### src/rtl/pacman_pkg.sv
// Shared types for the sprite movement path: heading encoding and controller states.
package pacman_pkg;

  typedef enum logic [2:0] {
    NONE  = 3'd0,
    UP    = 3'd1,
    DOWN  = 3'd2,
    LEFT  = 3'd3,
    RIGHT = 3'd4
  } dir_t;

  typedef enum logic [1:0] {
    IDLE    = 2'd0,
    PROBE_Q = 2'd1,
    PROBE_C = 2'd2,
    WRITE   = 2'd3
  } state_t;

endpackage

### src/rtl/step_tick_gen.sv
// Free-running divider: tick_o is high for one cycle every TICK_DIV cycles.
// First tick appears TICK_DIV-1 cycles after reset release; no backpressure.
module step_tick_gen #(
  parameter int TICK_DIV = 5_000_000
) (
  input  logic clk_i,
  input  logic rst_i,
  output logic tick_o
);

  localparam int CW = $clog2(TICK_DIV);
  localparam logic [CW-1:0] LAST = CW'(TICK_DIV - 1);

  logic [CW-1:0] cnt_q, cnt_d;

  always_comb begin
    cnt_d = (cnt_q == LAST) ? '0 : cnt_q + 1'b1;
  end

  always_ff @(posedge clk_i) begin
    if (rst_i) cnt_q <= '0;
    else       cnt_q <= cnt_d;
  end

  assign tick_o = (cnt_q == LAST);

endmodule

### src/rtl/sprite_loc_ctrl.sv
// Sprite position controller: per step tick, probes the map for the queued turn then the current
// heading and commits the move after the write handshake; probe/write hold until valid/done.
module sprite_loc_ctrl
  import pacman_pkg::*;
#(
  parameter int X_W      = 6,
  parameter int Y_W      = 5,
  parameter int MAP_W    = 40,
  parameter int MAP_H    = 30,
  parameter int START_X  = 20,
  parameter int START_Y  = 20,
  parameter int TICK_DIV = 5_000_000,
  parameter int WRAP_EN  = 1
) (
  input  logic           CLOCK_50,
  input  logic           reset,
  input  logic           up,
  input  logic           down,
  input  logic           left,
  input  logic           right,
  output logic           probe_req,
  output logic [X_W-1:0] probe_x,
  output logic [Y_W-1:0] probe_y,
  input  logic           probe_valid,
  input  logic           wall_hit,
  output logic           wr_req,
  input  logic           done,
  output logic [X_W-1:0] curr_x,
  output logic [Y_W-1:0] curr_y,
  output logic [X_W-1:0] next_x,
  output logic [Y_W-1:0] next_y,
  output dir_t           cur_dir,
  output logic           busy
);

  localparam logic [X_W-1:0] X_MAX = X_W'(MAP_W - 1);
  localparam logic [Y_W-1:0] Y_MAX = Y_W'(MAP_H - 1);

  state_t         state_q, state_d;
  dir_t           dir_q, dir_d;
  dir_t           queue_q, queue_d;
  logic [X_W-1:0] curr_x_q, curr_x_d, next_x_q, next_x_d, tgt_x_q, tgt_x_d;
  logic [Y_W-1:0] curr_y_q, curr_y_d, next_y_q, next_y_d, tgt_y_q, tgt_y_d;
  logic           pend_q, pend_d;
  logic           tick;

  logic [X_W-1:0] q_x, c_x;
  logic [Y_W-1:0] q_y, c_y;
  logic           q_blk, c_blk, q_turn, go;

  step_tick_gen #(.TICK_DIV(TICK_DIV)) u_tick (
    .clk_i  (CLOCK_50),
    .rst_i  (reset),
    .tick_o (tick)
  );

  function automatic logic [X_W-1:0] step_x(dir_t d, logic [X_W-1:0] x);
    logic [X_W-1:0] r;
    r = x;
    if (d == LEFT)       r = (x == '0)    ? X_MAX : x - 1'b1;
    else if (d == RIGHT) r = (x == X_MAX) ? '0    : x + 1'b1;
    return r;
  endfunction

  function automatic logic [Y_W-1:0] step_y(dir_t d, logic [Y_W-1:0] y);
    logic [Y_W-1:0] r;
    r = y;
    if (d == UP)        r = (y == '0)    ? Y_MAX : y - 1'b1;
    else if (d == DOWN) r = (y == Y_MAX) ? '0    : y + 1'b1;
    return r;
  endfunction

  // Without wrap, a move off the map edge is resolved locally as a wall, never probed.
  function automatic logic edge_blocked(dir_t d, logic [X_W-1:0] x, logic [Y_W-1:0] y);
    logic e;
    case (d)
      UP:      e = (y == '0);
      DOWN:    e = (y == Y_MAX);
      LEFT:    e = (x == '0);
      RIGHT:   e = (x == X_MAX);
      default: e = 1'b0;
    endcase
    return e && (WRAP_EN == 0);
  endfunction

  assign q_x    = step_x(queue_q, curr_x_q);
  assign q_y    = step_y(queue_q, curr_y_q);
  assign c_x    = step_x(dir_q, curr_x_q);
  assign c_y    = step_y(dir_q, curr_y_q);
  assign q_blk  = edge_blocked(queue_q, curr_x_q, curr_y_q);
  assign c_blk  = edge_blocked(dir_q, curr_x_q, curr_y_q);
  assign q_turn = (queue_q != NONE) && (queue_q != dir_q);
  assign go     = tick || pend_q;

  always_comb begin
    state_d  = state_q;
    dir_d    = dir_q;
    queue_d  = queue_q;
    curr_x_d = curr_x_q;
    curr_y_d = curr_y_q;
    next_x_d = next_x_q;
    next_y_d = next_y_q;
    tgt_x_d  = tgt_x_q;
    tgt_y_d  = tgt_y_q;
    pend_d   = pend_q;

    if (state_q != IDLE && tick) pend_d = 1'b1;

    case (state_q)
      IDLE: begin
        if (go) begin
          pend_d = 1'b0;
          if (q_turn && !q_blk) begin
            state_d = PROBE_Q;
            tgt_x_d = q_x;
            tgt_y_d = q_y;
          end else if (dir_q != NONE) begin
            if (c_blk) begin
              dir_d = NONE;
            end else begin
              state_d = PROBE_C;
              tgt_x_d = c_x;
              tgt_y_d = c_y;
            end
          end
        end
      end
      PROBE_Q: begin
        if (probe_valid) begin
          if (!wall_hit) begin
            dir_d    = queue_q;
            queue_d  = NONE;
            next_x_d = tgt_x_q;
            next_y_d = tgt_y_q;
            state_d  = WRITE;
          end else if (dir_q == NONE) begin
            state_d = IDLE;
          end else if (c_blk) begin
            dir_d   = NONE;
            state_d = IDLE;
          end else begin
            state_d = PROBE_C;
            tgt_x_d = c_x;
            tgt_y_d = c_y;
          end
        end
      end
      PROBE_C: begin
        if (probe_valid) begin
          if (!wall_hit) begin
            next_x_d = tgt_x_q;
            next_y_d = tgt_y_q;
            state_d  = WRITE;
          end else begin
            dir_d   = NONE;
            state_d = IDLE;
          end
        end
      end
      WRITE: begin
        if (done) begin
          curr_x_d = next_x_q;
          curr_y_d = next_y_q;
          state_d  = IDLE;
        end
      end
      default: state_d = IDLE;
    endcase

    // A fresh press outranks the clear from a successful turn in the same cycle.
    if (up)         queue_d = UP;
    else if (down)  queue_d = DOWN;
    else if (left)  queue_d = LEFT;
    else if (right) queue_d = RIGHT;
  end

  always_ff @(posedge CLOCK_50) begin
    if (reset) begin
      state_q  <= IDLE;
      dir_q    <= NONE;
      queue_q  <= NONE;
      curr_x_q <= X_W'(START_X);
      curr_y_q <= Y_W'(START_Y);
      next_x_q <= X_W'(START_X);
      next_y_q <= Y_W'(START_Y);
      tgt_x_q  <= X_W'(START_X);
      tgt_y_q  <= Y_W'(START_Y);
      pend_q   <= 1'b0;
    end else begin
      state_q  <= state_d;
      dir_q    <= dir_d;
      queue_q  <= queue_d;
      curr_x_q <= curr_x_d;
      curr_y_q <= curr_y_d;
      next_x_q <= next_x_d;
      next_y_q <= next_y_d;
      tgt_x_q  <= tgt_x_d;
      tgt_y_q  <= tgt_y_d;
      pend_q   <= pend_d;
    end
  end

  assign probe_req = (state_q == PROBE_Q) || (state_q == PROBE_C);
  assign probe_x   = tgt_x_q;
  assign probe_y   = tgt_y_q;
  assign wr_req    = (state_q == WRITE);
  assign busy      = (state_q != IDLE);
  assign curr_x    = curr_x_q;
  assign curr_y    = curr_y_q;
  assign next_x    = next_x_q;
  assign next_y    = next_y_q;
  assign cur_dir   = dir_q;

endmodule

### config.mk
export PLATFORM = sky130hd
export DESIGN_NAME = sprite_loc_ctrl
export DESIGN_NICKNAME = d
export VERILOG_FILES = /design/src/rtl/pacman_pkg.sv /design/src/rtl/step_tick_gen.sv /design/src/rtl/sprite_loc_ctrl.sv
export SDC_FILE = /design/constraint.sdc
export NUM_CORES = 1
export LEC_CHECK = 0
export ABC_AREA = 1
export CAP_MARGIN = 20
export CORE_UTILIZATION = 40
export CTS_CLUSTER_DIAMETER = 200
export DETAILED_ROUTE_END_ITERATION = 12
export SLEW_MARGIN = 20
export SYNTH_ARGS = -nofsm -noshare
export SYNTH_HDL_FRONTEND = slang
export SYNTH_HIERARCHICAL = 1
export SYNTH_SLANG_ARGS = --single-unit
### constraint.sdc
create_clock -name CLOCK_50 -period 3.5 [get_ports CLOCK_50]
set_input_delay 0.525 -clock CLOCK_50 [delete_from_list [all_inputs] [get_ports CLOCK_50]]
set_output_delay 0.525 -clock CLOCK_50 [all_outputs]
set_load 0.02 [all_outputs]
-- After elaboration in Yosys (flattened, before gate mapping)
Cells that the tools add are included.
- output and inout port bits: 39
- flip-flop bits (word level): 65
- bits of input ports: 9
- word-level logic and storage cells: 128
- add/subtract/negate cells: 5
- bitwise gates (word level): 1
- equality and inequality tests: 27
- multiplexer cells: 51
- reductions and logical operators: 31
- operators by type and width (operator ; number):
    6-bit 2-to-1 mux ; 12
    5-bit 2-to-1 mux ; 12
    3-bit 2-to-1 mux ; 8
    23-bit by 1-bit adder with 23-bit output, second input constant ; 1
    23-bit == test, second input constant ; 1
    2-bit 2-to-1 mux ; 11
    2-bit inequality test, second input constant ; 8
    3-bit by 2-bit == test with 1-bit output, second input constant ; 4
    6-bit one-hot mux with 2 select lines ; 1
    3-bit AND reduction ; 4
    5-bit one-hot mux with 2 select lines ; 1
    5-bit AND reduction ; 2
    2-bit nonzero test ; 5
    5-bit nonzero test ; 2
    2-bit one-hot mux with 4 select lines ; 1
    4-bit nonzero test ; 2
    6-bit by 1-bit adder with 6-bit output, second input constant ; 1
    3-bit by 1-bit == test with 1-bit output, second input constant ; 2
    3-bit == test, second input constant ; 2
    6-bit == test, second input constant ; 1
    6-bit zero test ; 1
    3-bit one-hot mux with 2 select lines ; 1
    6-bit AND reduction ; 1
    3-bit nonzero test ; 2
    21 further kinds ; 29

-- Logic depth before layout (Yosys ltp)
Gate-level depths: netlist of run 1.
- depth after elaboration: 8
- depth in mapped cells: 13
- depth with buffers taken out: 12

-- Hierarchy
The synthesis of run 1 kept the hierarchy.
- by module, submodules not included (module ; instances ; area an instance (um2) ; cells each):
    sprite_loc_ctrl ; 1 ; 2682.6 ; 426
    step_tick_gen ; 1 ; 1293.7 ; 189

-- Worst setup path after synthesis of run 1
Ideal clock, no wire load.
- path kind: flip-flop to flip-flop
- start: register u_tick.cnt_q[0]
- end: register tgt_x_q[2], in the netlist probe_x[2]
- clock period less this slack: 1806 ps
- cell stages (with the launch flop): 14
- required time: 3383 ps
- arrival time: 1689 ps
- slack: 1694 ps
- cells stage by stage: dfxtp_1 -> ha_1 -> nand2_2 -> nor2_4 -> nand3_1 -> nor4_1 -> nor2_1 -> nand2_1 -> nand3_1 -> inv_1 -> nand2_1 -> buf_4 -> a21oi_1 -> nand2_1
- cells in the longest elaborated chain, start to end: 4
- RTL lines (item ; line ; text):
    start, declared ; step_tick_gen.sv:14 ; logic [CW-1:0] cnt_q, cnt_d;
    start signal, assigned ; step_tick_gen.sv:22 ; else cnt_q <= cnt_d;
    23-bit == test ; step_tick_gen.sv:25 ; assign tick_o = (cnt_q == LAST);
    via tick ; sprite_loc_ctrl.sv:45 ; logic tick;
    1-bit logical OR ; sprite_loc_ctrl.sv:93 ; assign go = tick || pend_q;
    2-bit inequality test (no source line) ; - ;
    6-bit AND reduction (no source line) ; - ;
    end signal, assigned ; sprite_loc_ctrl.sv:186 ; tgt_x_q <= X_W'(START_X);
    end signal, assigned ; sprite_loc_ctrl.sv:197 ; tgt_x_q <= tgt_x_d;
    end, declared ; sprite_loc_ctrl.sv:42 ; logic [X_W-1:0] curr_x_q, curr_x_d, next_x_q, next_x_d, tgt_x_q, tgt_x_d;
The timed path passes the listed nets, and every way through them passes these cells.
A chain may end at the register's enable or synchronous reset.

-- Worst setup path after layout of run 1
- start: register state_q[0]
- end: output port busy
- cells in the longest elaborated chain, start to end: 1
- RTL lines (item ; line ; text):
    start, declared ; sprite_loc_ctrl.sv:39 ; state_t state_q, state_d;
    start signal, assigned ; sprite_loc_ctrl.sv:190 ; state_q <= state_d;
    2-bit nonzero test ; sprite_loc_ctrl.sv:207 ; assign busy = (state_q != IDLE);
    end, declared ; sprite_loc_ctrl.sv:33 ; output logic busy
No other way between the ends.

==> impl_metrics.yaml, run 1 <==
cts:
  clkSinkCount: 65
  cts_hold_buffers: 0
  clock_input_transition_at_the_sequential_cells_of_the_worst_setup_and_hold_paths_ns: 0.07
  cts_buffers: 9
  h-tree-depth: 3
  tritoncts: "yes"
  root_buffer: "clkbuf_8"
  cts_max_path_buffers: 2
  insertion_delay_ns: 0.33
  post_cts_resized: 0
  postCtsSetupBuffers: 0
timing:
  timing.max_slew.rel_slack: 0.4746
  hold_viol: 0
  final_min_period_over_clock_period: 0.6668
  final_tns_setup_ns: 0
  post-route-min-period_ns: 2.334
  final-setup-viol-count: 0
  final.hold.worst_slack_ns: 0.4608
  finalWorstSetupSlack_ns: 1.166
  grt_setup_unrepaired: "false"
  timing_worst_slew_pin_value_ns: 0.7820
  fin_skew_ns: 0.01225
  fmax_mhz: 428.5
  slew_violations: 0
synth:
  synth_ff_type: "dfxtp_1"
  netlist_area_mm2: 0.003976
  synthesis.nets: 634
  yosys.cell_types.count: 31
  synthesis.area_per_instance_um2: 6.466
  post_syn_instances: 615
  async_flop_share: 0
  synth_seq_area_share: 0.3272
  ys_ff_latch: 65
  synth_edf_count: 0
  synthesis.yosys.warnings: 6
finish:
  most_common_library_cell_in_the_layout_ignoring_fill_and_taps: "nand2_1"
  mostFrequentLayoutCells: "nand2_1 (139), nand3_1 (84), inv_1 (68)"
  finish.net_count: 680
  antenna-diode-count: 0
  layout.core_utilization: 0.4873
  area_growth_syn_to_layout_pct: 18.69
  final_layout_size_suffix_gt1_frac: 0.07368
  fillers: 969
die:
  die_w_um: 101.7
  boundaryPins: 48
  total_die_area_mm2: 0.01034
  core_region_area_mm2: 0.009684
  floorplan.die.height_um: 101.7
  initial_core_util: 0.4106
  core.rowCount: 36
drt:
  dr_total_vias: 4013
  firstDrtPassIters: 5
  detail_route.wl_per_cell_um: 12.89
  initialDrtViolationCount: 165
  post_drt_via_cell_ratio: 5.029
  remaining_drc_errors: 0
  drt_wl_total_um: 10290
  drtAntennaViolNets: 0
place:
  place_ws_ns: 1.184
  dp.final_hpwl_um: 7737
  placement.io_buffers: 47
  gp_congestion: 0.9412
grt:
  maximum_number_of_pins_on_one_net_before_global_route_repair: 27
  grt_pass1_wl_um: 17190
  grt_usage: 0.2105
  vias_in_the_first_global_route: 3624
  grt_antenna_before_repair: 0
  grt_remaining_overflow: 0
setup_path:
  timing.critical_path.to_type: "output pin"
  critical_path_required_ns: 2.97
  timing.critical_path.arrival_ns: 1.81
  type_of_the_worst_setup_path: "flip-flop to output pin"
  crit_path_max_fanout: 7
  critical_path.startpoint_type: "flip-flop"
power:
  power.total_mw: 1.375
  vdd_drop_max_mv: 0.1464
  power_density_mw_per_mm2: 291.3
  leakage_nw: 1.839
run_status:
  status: "finished, final reports clean"
min_path:
  holdCritPathClass: "flip-flop to flip-flop"
run:
  number_of_max_cap_violations: 0
## metrics by stage
step,area [um2],instances
after detailed placement,4557,783
after global routing,4720,798
after global placement,4557,783
after CTS,4720,798
after floorplan,3976,615
final,4720,798
## layout make-up
class	instances	area, um2	area share
tap	133	166.4	0.03526
inverter	72	270.3	0.05726
sequential	65	1301	0.2757
clock inverter	3	17.52	0.003712
clock buffer	12	145.1	0.03075
multi-input combinational	462	2318	0.4913
timing repair buffer	51	500.5	0.1060
## power by group
group          leakage [nW]  total [mW]  internal, mW  switching [mW]
clock                0.0822       0.541         0.271           0.270
combinational          1.23      0.0844        0.0291          0.0553
sequential            0.525       0.749         0.744         0.00538
total                  1.84        1.37          1.04           0.331
## synth_stat cells, types with 6 or more instances
cell,count,area (um2)
clkbuf_1,8,30.03
xnor2_1,6,52.55
o21ai_0,37,185.2
o211ai_1,6,45.04
nand2_1,139,521.8
nand3_1,84,420.4
nand2_2,9,56.30
nor2_1,65,244.0
a21oi_1,51,255.2
xor2_1,7,61.31
nor2_4,6,67.56
dfxtp_1,65,1301
nor2_2,7,43.79
ha_1,10,125.1
nor3_1,8,40.04
nand4_1,13,81.33
inv_1,68,255.2
## registers in the layout, indices dropped and copies added, names as in the netlist
signal	count
probe_y	5
next_x	6
curr_y	5
queue_q	3
pend_q	1
cur_dir	3
state_q	2
curr_x	6
probe_x	6
u_tick/cnt_q	23
next_y	5
## worst paths after layout
path                              start                    endpoint  slack, ns  depth (start not counted)
min reg2reg  u_tick/cnt_q[0]$_SDFF_PP0_  u_tick/cnt_q[0]$_SDFF_PP0_       0.46                          1
max reg2reg  u_tick/cnt_q[0]$_SDFF_PP0_     probe_x[5]$_SDFFE_PP0P_       1.20                         11
min          u_tick/cnt_q[0]$_SDFF_PP0_  u_tick/cnt_q[0]$_SDFF_PP0_       0.46                          1
max             state_q[0]$_SDFFE_PP0P_                        busy       1.17                          4
## cells by family (layout without fill, tap and decap cells)
logic type | count (synthesis) | in the layout | share of synthesized area
buf+inv | 88 | 138 | 0.08968
flops | 65 | 65 | 0.3273
xor+xnor | 13 | 13 | 0.02863
compound gates | 100 | 100 | 0.1331
fa+ha+maj | 10 | 10 | 0.03147
simple gates | 339 | 339 | 0.3899
## metal layers
| metal | track usage | routed length, um |
|---|---|---|
| met1 | 0.2884 | 5081 |
| met2 | 0.3290 | 4628 |
| met3 | 0.04072 | 460 |
| met4 | 0.07358 | 119 |
| met5 | 0 | 0 |
## critical path, cell delays in order (launching register included)
cell	delay, ns
dfxtp_1	0.38
inv_1	0.08
ha_1	0.29
inv_1	0.13
clkdlybuf4s50_1	0.61
Power figures use the tool's default switching activity.
==> run 2, diff against run 1 <==
==> constraint.sdc (replaced) <==
create_clock -name CLOCK_50 -period 2.2 [get_ports CLOCK_50]
set_input_delay 0.33 -clock CLOCK_50 [delete_from_list [all_inputs] [get_ports CLOCK_50]]
set_output_delay 0.33 -clock CLOCK_50 [all_outputs]
set_load 0.02 [all_outputs]
==> run 2 against run 1 <==
Compared with the run above:
- clock power is 62% higher
- flip-flop and latch count unchanged
- final cell count up 1.1%
- largest cell class unchanged
- non-clock buffer count is 11 higher
- first-iteration DRC count increased by 36%
- largest power group unchanged
- die area unchanged
==> impl_metrics.yaml, run 2 (synthesis gave the netlist of run 1 again) <==
run_status:
  status: "finished, final reports clean"
finish:
  final_layout_size_suffix_gt1_frac: 0.09347
  finish.net_count: 691
  stdcell_area_mm2: 0.004815
  final_cells: 807
  largest_reg_by_ff_count: "u_tick/cnt_q"
  largest_register_ffs: 23
  area_growth_syn_to_layout_pct: 21.08
  antenna-diode-count: 0
  mostFrequentLayoutCells: "nand2_1 (138), nand3_1 (84), inv_1 (68)"
  most_common_library_cell_in_the_layout_ignoring_fill_and_taps: "nand2_1"
cts:
  h-tree-depth: 3
  cts_hold_buffers: 0
  tritoncts: "yes"
  cts_max_path_buffers: 2
  post_cts_resized: 0
  root_buffer: "clkbuf_8"
  insertion_delay_ns: 0.35
  postCtsSetupBuffers: 0
  cts_buffers: 9
  clkSinkCount: 65
  clock_input_transition_at_the_sequential_cells_of_the_worst_setup_and_hold_paths_ns: 0.07
setup_path:
  crit_path_max_fanout: 4
  critical_path_required_ns: 1.87
  timing.critical_path.slowest_cell_delay_ns: 0.61
  critical_path.slowest_cell: "clkdlybuf4s50_1"
  timing.critical_path.to_type: "output pin"
  worstPathCellList: "inv_1 > ha_1 > clkdlybuf4s50_1"
  type_of_the_worst_setup_path: "flip-flop to output pin"
  critical_path.startpoint_type: "flip-flop"
  timing.critical_path.arrival_ns: 1.72
grt:
  vias_in_the_first_global_route: 3751
  grt_antenna_before_repair: 0
  groute.layer.met2.usage: 0.3446
  grt_pass1_wl_um: 17970
  highest_utilization_routing_layer_at_the_global_route_stage: "met2"
  grt_remaining_overflow: 0
  grt_usage: 0.2214
  groute.layer.met1.usage: 0.3063
  maximum_number_of_pins_on_one_net_before_global_route_repair: 27
  use_met3: 0.04624
timing:
  final-setup-viol-count: 0
  hold_viol: 0
  timing_worst_slew_pin_value_ns: 0.5380
  final_tns_setup_ns: 0
  fin_skew_ns: 0.01006
  slew_violations: 0
  timing.max_slew.rel_slack: 0.6405
  post-route-min-period_ns: 2.052
  final_min_period_over_clock_period: 0.9327
  fmax_mhz: 487.3
  final.hold.worst_slack_ns: 0.4517
drt:
  post_drt_via_cell_ratio: 5.059
  firstDrtPassIters: 5
  detail_route.wl_per_cell_um: 13.31
  drtAntennaViolNets: 0
  initialDrtViolationCount: 224
  remaining_drc_errors: 0
  drt_wl_total_um: 10740
  dr_total_vias: 4083
die:
  floorplan.die.height_um: 101.7
  initial_core_util: 0.4106
  die_w_um: 101.7
  core.rowCount: 36
  total_die_area_mm2: 0.01034
  boundaryPins: 48
  core_region_area_mm2: 0.009684
place:
  placed_area_mm2: 0.004639
  placement.io_buffers: 47
  post-place-cells: 794
  gp_congestion: 0.8750
  dp.final_hpwl_um: 8017
power:
  power.total_mw: 2.212
  leakage_nw: 1.908
  vdd_drop_max_mv: 0.2280
  power_density_mw_per_mm2: 459.5
min_path:
  holdCritPathClass: "flip-flop to flip-flop"
run:
  number_of_max_cap_violations: 0
==> run 2: area by class of cell <==
| cell class | count | area (um2) |
|---|---|---|
| Sequential cell | 65 | 1301 |
| Clock buffer | 10 | 137.6 |
| Clock inverter | 3 | 20.02 |
| Multi-Input combinational cell | 462 | 2330 |
| Inverter | 72 | 270.3 |
| Fill cell | 980 | 4870 |
| Timing Repair Buffer | 62 | 589.3 |
| Tap cell | 133 | 166.4 |
==> run 2: worst paths after layout <==
path | slack (ns) | end | cells past startpoint | startpoint
max reg2reg | 0.25 | probe_x[5]$_SDFFE_PP0P_ | 12 | u_tick/cnt_q[1]$_SDFF_PP0_
max | 0.15 | probe_req | 3 | state_q[1]$_SDFFE_PP0P_
min | 0.45 | u_tick/cnt_q[0]$_SDFF_PP0_ | 1 | u_tick/cnt_q[0]$_SDFF_PP0_
min reg2reg | 0.45 | u_tick/cnt_q[0]$_SDFF_PP0_ | 1 | u_tick/cnt_q[0]$_SDFF_PP0_
==> run 2: power breakdown <==
part           switching, mW  leakage [nW]  total, mW  internal, mW
Clock                  0.461        0.0761      0.879         0.419
Combinational         0.0897          1.31      0.141        0.0513
Sequential           0.00862         0.525       1.19          1.18
==> run 2: through the flow <==
step	worst slack (ns)	util
3_3_place_gp	0.06114	0.4791
6_report	0.1480	0.4972
3_5_place_dp	0.007508	0.4791
2_1_floorplan	0.3942	-
5_1_grt	-0.01661	0.4972
4_1_cts	0.008561	0.4953
==> run 2: critical path: cells and delay by family (launching register included) <==
family | cells | cell delay (ns)
adders and majority gates | 1 | 0.30
buffers and inverters | 2 | 0.69
DFF | 1 | 0.39
==> run 2: routing by layer <==
metal | vias up | routed length, um | part of all wire
met1 | 1830 | 5168 | 0.48
met5 | - | 0 | 0
met2 | 112 | 4902 | 0.46
li1 | 2123 | - | -
met4 | 0 | 150 | 0.014
met3 | 18 | 523 | 0.049
